File: src/rtl/inv_factorial.sv
// rtl/inv_factorial.sv - inverse factorial: largest n with n! <= X by iterative multiply-and-compare
module inv_factorial #(
   parameter int W = 16
) (
   input  logic         CLK,
   input  logic         RST,
   input  logic         st,
   input  logic [W-1:0] X,
   output logic         busy,
   output logic         done,
   output logic [7:0]   n_out,
   output logic         exact,
   output logic         err
);

   typedef enum logic [1:0] {IDLE, RUN, DONE} state_t;

   state_t         state_q, state_d;
   logic [W-1:0]   x_reg_q, x_reg_d;
   logic [7:0]     i_q, i_d;
   logic [W-1:0]   f_q, f_d;
   logic [7:0]     n_out_q, n_out_d;
   logic           exact_q, exact_d;
   logic           err_q, err_d;
   logic           done_q, done_d;
   logic           busy_q, busy_d;
   logic [W+7:0]   p;

   always_comb begin
      state_d = state_q;
      x_reg_d = x_reg_q;
      i_d     = i_q;
      f_d     = f_q;
      n_out_d = n_out_q;
      exact_d = exact_q;
      err_d   = err_q;
      // Full-width product so an overflowing candidate still compares as "too big"
      p = {8'd0, f_q} * ({{W{1'b0}}, i_q} + (W+8)'(1));
      case (state_q)
         IDLE: begin
            if (st) begin
               if (X != '0) begin
                  x_reg_d = X;
                  i_d     = 8'd1;
                  f_d     = W'(1);
                  state_d = RUN;
               end else begin
                  n_out_d = 8'd0;
                  exact_d = 1'b0;
                  err_d   = 1'b1;
                  state_d = DONE;
               end
            end
         end
         RUN: begin
            if (p <= {8'd0, x_reg_q}) begin
               i_d = i_q + 8'd1;
               f_d = p[W-1:0];
            end else begin
               n_out_d = i_q;
               exact_d = (f_q == x_reg_q);
               err_d   = 1'b0;
               state_d = DONE;
            end
         end
         DONE:    state_d = IDLE;
         default: state_d = IDLE;
      endcase
      done_d = (state_d == DONE);
      busy_d = (state_d != IDLE);
   end

   always_ff @(posedge CLK or negedge RST) begin
      if (!RST) begin
         state_q <= IDLE;
         x_reg_q <= '0;
         i_q     <= '0;
         f_q     <= '0;
         n_out_q <= '0;
         exact_q <= 1'b0;
         err_q   <= 1'b0;
         done_q  <= 1'b0;
         busy_q  <= 1'b0;
      end else begin
         state_q <= state_d;
         x_reg_q <= x_reg_d;
         i_q     <= i_d;
         f_q     <= f_d;
         n_out_q <= n_out_d;
         exact_q <= exact_d;
         err_q   <= err_d;
         done_q  <= done_d;
         busy_q  <= busy_d;
      end
   end

   assign busy  = busy_q;
   assign done  = done_q;
   assign n_out = n_out_q;
   assign exact = exact_q;
   assign err   = err_q;

endmodule

File: config.mk
export PLATFORM = sky130hd
export DESIGN_NAME = inv_factorial
export DESIGN_NICKNAME = d
export VERILOG_FILES = /design/src/rtl/inv_factorial.sv
export SDC_FILE = /design/constraint.sdc
export NUM_CORES = 1
export LEC_CHECK = 0
export BUFFER_PORTS_ARGS = -buffer_cell sky130_fd_sc_hd__buf_4
export CELL_PAD_IN_SITES_DETAIL_PLACEMENT = 1
export CELL_PAD_IN_SITES_GLOBAL_PLACEMENT = 2
export CORE_UTILIZATION = 40
export CTS_CLUSTER_DIAMETER = 100
export DETAILED_ROUTE_END_ITERATION = 8
export GPL_ROUTABILITY_DRIVEN = 0
export GPL_TIMING_DRIVEN = 0
export PLACE_DENSITY_LB_ADDON = 0.08
export SLEW_MARGIN = 10
export SYNTH_ARGS = -nofsm -noshare
export SYNTH_HDL_FRONTEND = slang
export SYNTH_SLANG_ARGS = --single-unit
File: constraint.sdc
create_clock -name CLK -period 9.1 [get_ports CLK]
set_input_delay 1.365 -clock CLK [delete_from_list [all_inputs] [get_ports CLK]]
set_output_delay 1.365 -clock CLK [all_outputs]
set_load 0.01 [all_outputs]
==> key figures, run 1 <==
Clock tree
  • H-Tree Depth: 2
  • Clock sink count: 54
  • Root buffer cell: clkbuf_16
  • Clk_lat worst skew: 300 ps
  • Hold buffers post-CTS: 0
  • Clock Path Buffers: 2
  • Clock transition at path regs: 80 ps
  • CTS Buf Count: 5
  • CTS tree: yes

Placed design
  • DP HPWL: between 15000 and 20000 um
  • Post-Place Cells: 1094
  • Port bufs: 30

Job
  • Max Cap Viol: 0

Global routing
  • GRT Total Usage: between 20% and 30%
  • Initial antenna violation count: 3
  • GRT overflow: 0
  • Number of global-route vias before repair: between 6000 and 7000
  • First-pass GRT wire length: about 34000 um
  • Largest net degree at the start of global routing: between 50 and 60

Worst setup path
  • CP Launch Type: register
  • Setup CP Type: register to register
  • Max FO, Critical Path: 10
  • Crit-path slowest cell: xnor2_2
  • Worst r2r src: i_q[3]$_DFFE_PN0P_
  • R2R cell count: 29
  • CP startpoint: i_q[3]$_DFFE_PN0P_
  • Most frequent cell on the critical path: fa_1
  • Family with the most delay on the worst path: adder cells
  • FF-to-FF setup slack: around 500 ps
  • Worst setup EP type: register
  • Crit path to: f_q[15]$_DFFE_PN0P_
  • CP arrival: between 8000 and 9000 ps
  • Slowest cell delay on critical path: about 620 ps
  • Reg2reg end: f_q[15]$_DFFE_PN0P_
  • Stages on worst setup path: 29
  • Critical path buffers and inverters: 5
  • Crit path required time: 9280 ps

Floorplanning
  • Std-Cell Rows: 49
  • Full die area: ~19000 um^2
  • Die height: around 140 um
  • I/O pin total: 31
  • Die X-Extent: between 100 and 150 um
  • Initial Util: 40.9%
  • Area of the core: 18000 um^2

Timing
  • Slew Viols, Final: 0
  • Min Hold Slack: 472 ps
  • Skew final: 8.85 ps
  • Slew at the pin with the worst max-slew slack: 779 ps
  • Setup violations, final: 0
  • Final Hold Fails: 0
  • Fin crit period: ~8600 ps
  • Final period utilization: between 90% and 100%
  • RSZ-0062 raised after global routing: false
  • Fmax: around 0.12 GHz
  • TNS Setup: 0 ps
  • Slew HR: 47.6%

Route
  • Routed length on met2: 10900 um
  • Final WL: ~22000 um
  • Drt pass-1 iters: 4
  • Wire length on met3: ~800 um
  • DRC: 0
  • Number of DRC markers in iteration 0: 226
  • Wirelength per Cell: 19.7 um
  • Post-DRT Antenna Nets: 0
  • Top layer reached by signal wires: met4
  • Vias: approximately 5800
  • Vias per cell: between 5 and 6
  • Post-Route M1 WL: ~9500 um

Synthesis
  • Synthesized Nets: 1012
  • Yosys warnings: 0
  • Post-Syn Area: approximately 7400 um^2
  • Mean Syn Cell Area: approximately 9 um^2
  • Sequential share of the synthesized area: between 15 and 20%
  • Synth async-reset ratio: 100%
  • Area share of the largest cell type after synthesis: between 20% and 30%
  • EDFF count, synth: 0
  • Synthesized instance count: 835
  • Most frequent cell after synthesis: inv_1
  • Most used flip-flop cell after synthesis: dfrtp_1
  • Synth Register Bits: 54
  • Top cells by area, synth: fa_1 27%, dfrtp_1 18%, ha_1 10%
  • Cell taking the most area after synthesis: fa_1
  • Synth unique cells: 52
  • Synth top cells by count: 134 x inv_1, 131 x nand2_1, 98 x fa_1

Power
  • P_int: ~0.88 mW
  • Net Sw Frac: between 50% and 60%
  • Leakage power: ~4.2 nW
  • Switch Pwr: 0.963 mW
  • Cell Pwr Density: 227 nW/um^2
  • Combinational fraction of design power: 66.6%
  • Clock network fraction of total power: between 10% and 20%
  • IR drop worst, VDD: between 0.0001 and 0.00015 V
  • Reg power frac: between 20 and 25%

Cells and area
  • Final Util: between 40% and 50%
  • # nets final: between 1000 and 1500
  • Area Growth Syn to Fin: 9.77%
  • Finished Layout Cells: 1103
  • Share of cells above drive strength 1: 9.28%

Hold path
  • Min-delay worst type: register to register

Outcome
  • Outcome: complete, no violations
## through the flow
step           area [um^2]  total power, mW  setup WS (ps)
2_1_floorplan         7370             1.21           1960
3_3_place_gp          7890             1.59           -139
3_5_place_dp          7890             1.65           -181
4_1_cts               8060             1.86           66.6
5_1_grt               8090             2.02           85.7
6_report              8100             1.84            501
## layer usage
metal	track usage [%]	vias to the layer above
met4	6.28	0
met5	0	-
met3	3.05	29
met1	32.0	2971
met2	43.2	72
li1	-	2704
## logic make-up (layout without fill, tap and decap cells)
logic type	Yosys count	count (layout)	synth area share, %
DFF	54	54	18.3
buffers and inverters	171	209	8.89
other	0	1	0
and+or+nand+nor	312	312	21.1
adders and majority gates	158	158	36.8
AOI/OAI and AO/OA	82	82	7.38
xor gates and xnor gates	39	39	4.63
muxes	19	19	2.92
## power by group through the flow
stage                     registers (mW)  logic, mW  clock network, mW
final                              0.412       1.22              0.203
after detailed placement           0.417       1.23                  0
after floorplan                    0.390      0.816                  0
after CTS                          0.412       1.24              0.207
after global routing               0.424       1.38              0.218
after global placement             0.415       1.18                  0
## layout by cell type (no fill, tap or decap), types with 3 or more instances in the layout
| cell | instances |
|---|---|
| a211oi_1 | 5 |
| a21o_1 | 6 |
| a21oi_1 | 26 |
| and2_1 | 71 |
| and3_1 | 8 |
| buf_4 | 31 |
| clkbuf_1 | 28 |
| clkbuf_16 | 5 |
| clkbuf_2 | 4 |
| dfrtp_1 | 53 |
| fa_1 | 98 |
| ha_1 | 60 |
| inv_1 | 134 |
| mux2_2 | 16 |
| nand2_1 | 131 |
| nand2b_1 | 5 |
| nand3_1 | 39 |
| nand4_1 | 7 |
| nor2_1 | 21 |
| nor2b_1 | 8 |
| nor4_1 | 7 |
| o211ai_1 | 3 |
| o21a_1 | 3 |
| o21ai_0 | 21 |
| xnor2_1 | 17 |
| xnor2_2 | 3 |
| xor2_1 | 17 |
## what timing repair did
action,in CTS,in global routing
gates resized for setup,3,13
endpoints found under the setup margin,33,37
endpoints found under the hold margin,0,0
buffers inserted,0,0
## how the worst min path moves through the flow
stage	startpoint	endpoint	slack (ps)	cells after the start
floorplan	state_q[1]$_DFF_PN0_	busy$_DFF_PN0_	440	1
global placement	state_q[1]$_DFF_PN0_	busy$_DFF_PN0_	460	1
detailed placement	state_q[1]$_DFF_PN0_	busy$_DFF_PN0_	470	1
CTS	state_q[1]$_DFF_PN0_	busy$_DFF_PN0_	480	1
global route	state_q[1]$_DFF_PN0_	busy$_DFF_PN0_	500	1
finish	state_q[1]$_DFF_PN0_	busy$_DFF_PN0_	470	1
## registers in the layout, summed over array words and instances (netlist names)
register,cells
busy,1
done,1
err,1
exact,1
f_q,16
i_q,8
n_out,8
state_q,2
x_reg_q,16
## layout make-up
class,instances,area (um^2)
antenna,1,2.50
buffer,37,158
clock buffer,7,143
clock inverter,1,8.76
fill,2135,9930
inverter,134,503
multi-input combinational,610,5420
sequential,54,1350
tap,229,287
timing repair buffer,30,225
Power figures use the tool's default switching activity.
==> inputs of run 2 (changes only) <==
--- a/config.mk
+++ b/config.mk
@@ -5,15 +5,16 @@
 export SDC_FILE = /design/constraint.sdc
 export NUM_CORES = 1
 export LEC_CHECK = 0
+export ABC_AREA = 1
 export BUFFER_PORTS_ARGS = -buffer_cell sky130_fd_sc_hd__buf_4
 export CELL_PAD_IN_SITES_DETAIL_PLACEMENT = 1
 export CELL_PAD_IN_SITES_GLOBAL_PLACEMENT = 2
-export CORE_UTILIZATION = 40
+export CORE_UTILIZATION = 38
 export CTS_CLUSTER_DIAMETER = 100
 export DETAILED_ROUTE_END_ITERATION = 8
 export GPL_ROUTABILITY_DRIVEN = 0
 export GPL_TIMING_DRIVEN = 0
-export PLACE_DENSITY_LB_ADDON = 0.08
+export PLACE_DENSITY_LB_ADDON = 0.1
 export SLEW_MARGIN = 10
 export SYNTH_ARGS = -nofsm -noshare
 export SYNTH_HDL_FRONTEND = slang
==> key figures, run 2 <==
Outcome
  • Outcome: complete, no violations

Synthesis
  • Synth Register Bits: 54
  • Synthesized Nets: 1232
  • EDFF count, synth: 0
  • Most frequent cell after synthesis: nand2_1
  • Sequential share of the synthesized area: 17.6%
  • Yosys warnings: 0
  • Cell taking the most area after synthesis: fa_1
  • Synth top cells by count: 295 x nand2_1, 216 x inv_1, 115 x nor2_1
  • Most used flip-flop cell after synthesis: dfrtp_1
  • Area share of the largest cell type after synthesis: between 20% and 30%
  • Synth unique cells: 37
  • Synthesized instance count: roughly 1100
  • Mean Syn Cell Area: 7.26 um^2
  • Top cells by area, synth: fa_1 26%, dfrtp_1 18%, nand2_1 14%
  • Synth async-reset ratio: between 90% and 100%
  • Post-Syn Area: between 7000 and 8000 um^2

Cells and area
  • Registers with the most flip-flops: f_q: 16 flops, x_reg_q: 16 flops
  • Share of cells above drive strength 1: 5.40%
  • Filler instances: 2534
  • Most frequent cells in the layout: 295 x nand2_1, 216 x inv_1, 115 x nor2_1
  • # nets final: approximately 1300
  • Area Growth Syn to Fin: 9.59%
  • Most common cell after layout, fill and taps aside: nand2_1
  • Diodes inserted: 0

Clock tree
  • Resize count post-CTS: 0
  • CTS tree: yes
  • Clock sink count: 54
  • Setup bufs post-CTS: 0
  • Clock transition at path regs: 80 ps
  • Clk_lat worst skew: between 300 and 400 ps
  • Clock Path Buffers: 2
  • CTS Buf Count: 5
  • H-Tree Depth: 2
  • Hold buffers post-CTS: 0
  • Root buffer cell: clkbuf_16

Power
  • Combinational fraction of design power: 71.5%
  • P_int: 0.976 mW
  • IR drop worst, VDD: 0.000137 V
  • Leakage power: between 4 and 5 nW
  • Power Total: between 2 and 2.5 mW
  • Net Sw Frac: a little under three fifths
  • Reg power frac: a little under a fifth
  • Clock network fraction of total power: 10.4%
  • Switch Pwr: 1.30 mW
  • Cell Pwr Density: ~270 nW/um^2

Floorplanning
  • Std-Cell Rows: 51
  • Die X-Extent: between 100 and 150 um
  • Area of the core: 19600 um^2
  • Initial Util: 39.1%
  • Die height: about 140 um
  • Full die area: 20700 um^2
  • I/O pin total: 31

Timing
  • Slew HR: about two fifths
  • Skew final: 12.4 ps
  • Final setup margin: 978 ps
  • TNS Setup: 0 ps
  • Fin crit period: between 8000 and 9000 ps
  • Final period utilization: around 89%
  • Setup violations, final: 0
  • Slew at the pin with the worst max-slew slack: just under 900 ps
  • RSZ-0062 raised after global routing: false
  • Fmax: around 0.12 GHz
  • Slew Viols, Final: 0
  • Final Hold Fails: 0

Route
  • Drt pass-1 iters: 5
  • Final WL: between 20000 and 30000 um
  • Number of DRC markers in iteration 0: between 400 and 500
  • Vias: approximately 6800
  • DRC: 0
  • Post-DRT Antenna Nets: 0
  • Wirelength per Cell: between 15 and 20 um
  • Vias per cell: approximately 5.0

Worst setup path
  • Setup CP Type: register to register
  • CP arrival: approximately 8300 ps
  • Max FO, Critical Path: 10
  • Crit-path slowest cell: xor2_1
  • Worst setup EP type: register
  • Critical path buffers and inverters: 6
  • CP Launch Type: register
  • Most frequent cell on the critical path: nand2_1
  • Slowest cell delay on critical path: ~700 ps
  • Crit path required time: 9290 ps
  • Family with the most delay on the worst path: adder cells

Global routing
  • Largest net degree at the start of global routing: 55
  • GRT Total Usage: approximately a quarter
  • First-pass GRT wire length: a little over 40000 um
  • GRT overflow: 0
  • Initial antenna violation count: 0
  • Number of global-route vias before repair: between 6000 and 7000

Job
  • Max Cap Viol: 0

Placed design
  • Port bufs: 30
  • DP HPWL: 21400 um
  • Post-place setup slack: roughly 1000 ps

Hold path
  • Min-delay worst type: register to register
[run 2: changes by cell type after synthesis, sizes merged, moves of 5 or more]
cell and delta:
nand2b -5, mux2 -17, nand3b +6, inv +84, xnor2 -15, nand3 +24, nor2 +98, nand2 +168
and2 -71, and3 -8, xor2 -5, nor2b -8
[run 2: cell families (layout without fill, tap and decap cells)]
group | count (synthesis) | count (layout) | synth area share (%)
XOR/XNOR | 19 | 19 | 2.17
buffers and inverters | 254 | 292 | 12.7
adder cells (fa/ha/maj) | 158 | 158 | 35.4
flip-flops | 54 | 54 | 17.6
AO/OA/AOI/OAI | 55 | 55 | 3.90
AND/OR/NAND/NOR | 515 | 515 | 28.2
[run 2: metrics by stage]
step	instance area, um^2	util (%)	instances	hold WS (ps)
after floorplan	7660	-	1055	439
after global placement	8220	42.0	1350	486
after detailed placement	8220	42.0	1350	469
after CTS	8400	42.9	1358	489
after global routing	8400	42.9	1358	543
final	8400	42.9	1358	491
[run 2: final timing paths]
| path | cells after the start | startpoint | slack (ps) | endpoint |
|---|---|---|---|---|
| max reg2reg | 32 | i_q[1]$_DFFE_PN0P_ | 980 | f_q[9]$_DFFE_PN0P_ |
| min in group asynchronous | 1 | RST | 1110 | n_out[6]$_DFFE_PN0P_ |
| min reg2reg | 1 | state_q[1]$_DFF_PN0_ | 490 | busy$_DFF_PN0_ |
| min | 1 | state_q[1]$_DFF_PN0_ | 490 | busy$_DFF_PN0_ |
| max in group asynchronous | 1 | RST | 7500 | f_q[15]$_DFFE_PN0P_ |
| max | 32 | i_q[1]$_DFFE_PN0P_ | 980 | f_q[9]$_DFFE_PN0P_ |
[run 2: final cells by class]
type                    instances  area (um^2)  share of cell area [%]
inverters                     219          822                    9.79
clock buffers                   6          139                    1.65
multi-input cells             747         5340                    63.6
plain buffers                  35          150                    1.79
flip-flops and latches         54         1350                    16.1
well taps                     265          332                    3.95
repair buffers                 30          225                    2.68
clock inverters                 2         38.8                   0.462
[run 2: routing by layer]
| layer | track usage, % | part of all wire (%) | up-vias |
|---|---|---|---|
| li1 | - | - | 3243 |
| met1 | 39.8 | 50 | 3376 |
| met2 | 41.4 | 45 | 131 |
| met3 | 3.11 | 4.0 | 19 |
| met4 | 3.19 | 0.99 | 0 |
| met5 | 0 | 0 | - |
[run 2: power groups by stage]
stage / registers [mW] / logic [mW] / clock network, mW
finish: 0.411 / 1.63 / 0.235
global route: 0.420 / 1.83 / 0.248
CTS: 0.410 / 1.63 / 0.237
detailed placement: 0.414 / 1.61 / 0
global placement: 0.412 / 1.59 / 0
floorplan: 0.390 / 1.07 / 0
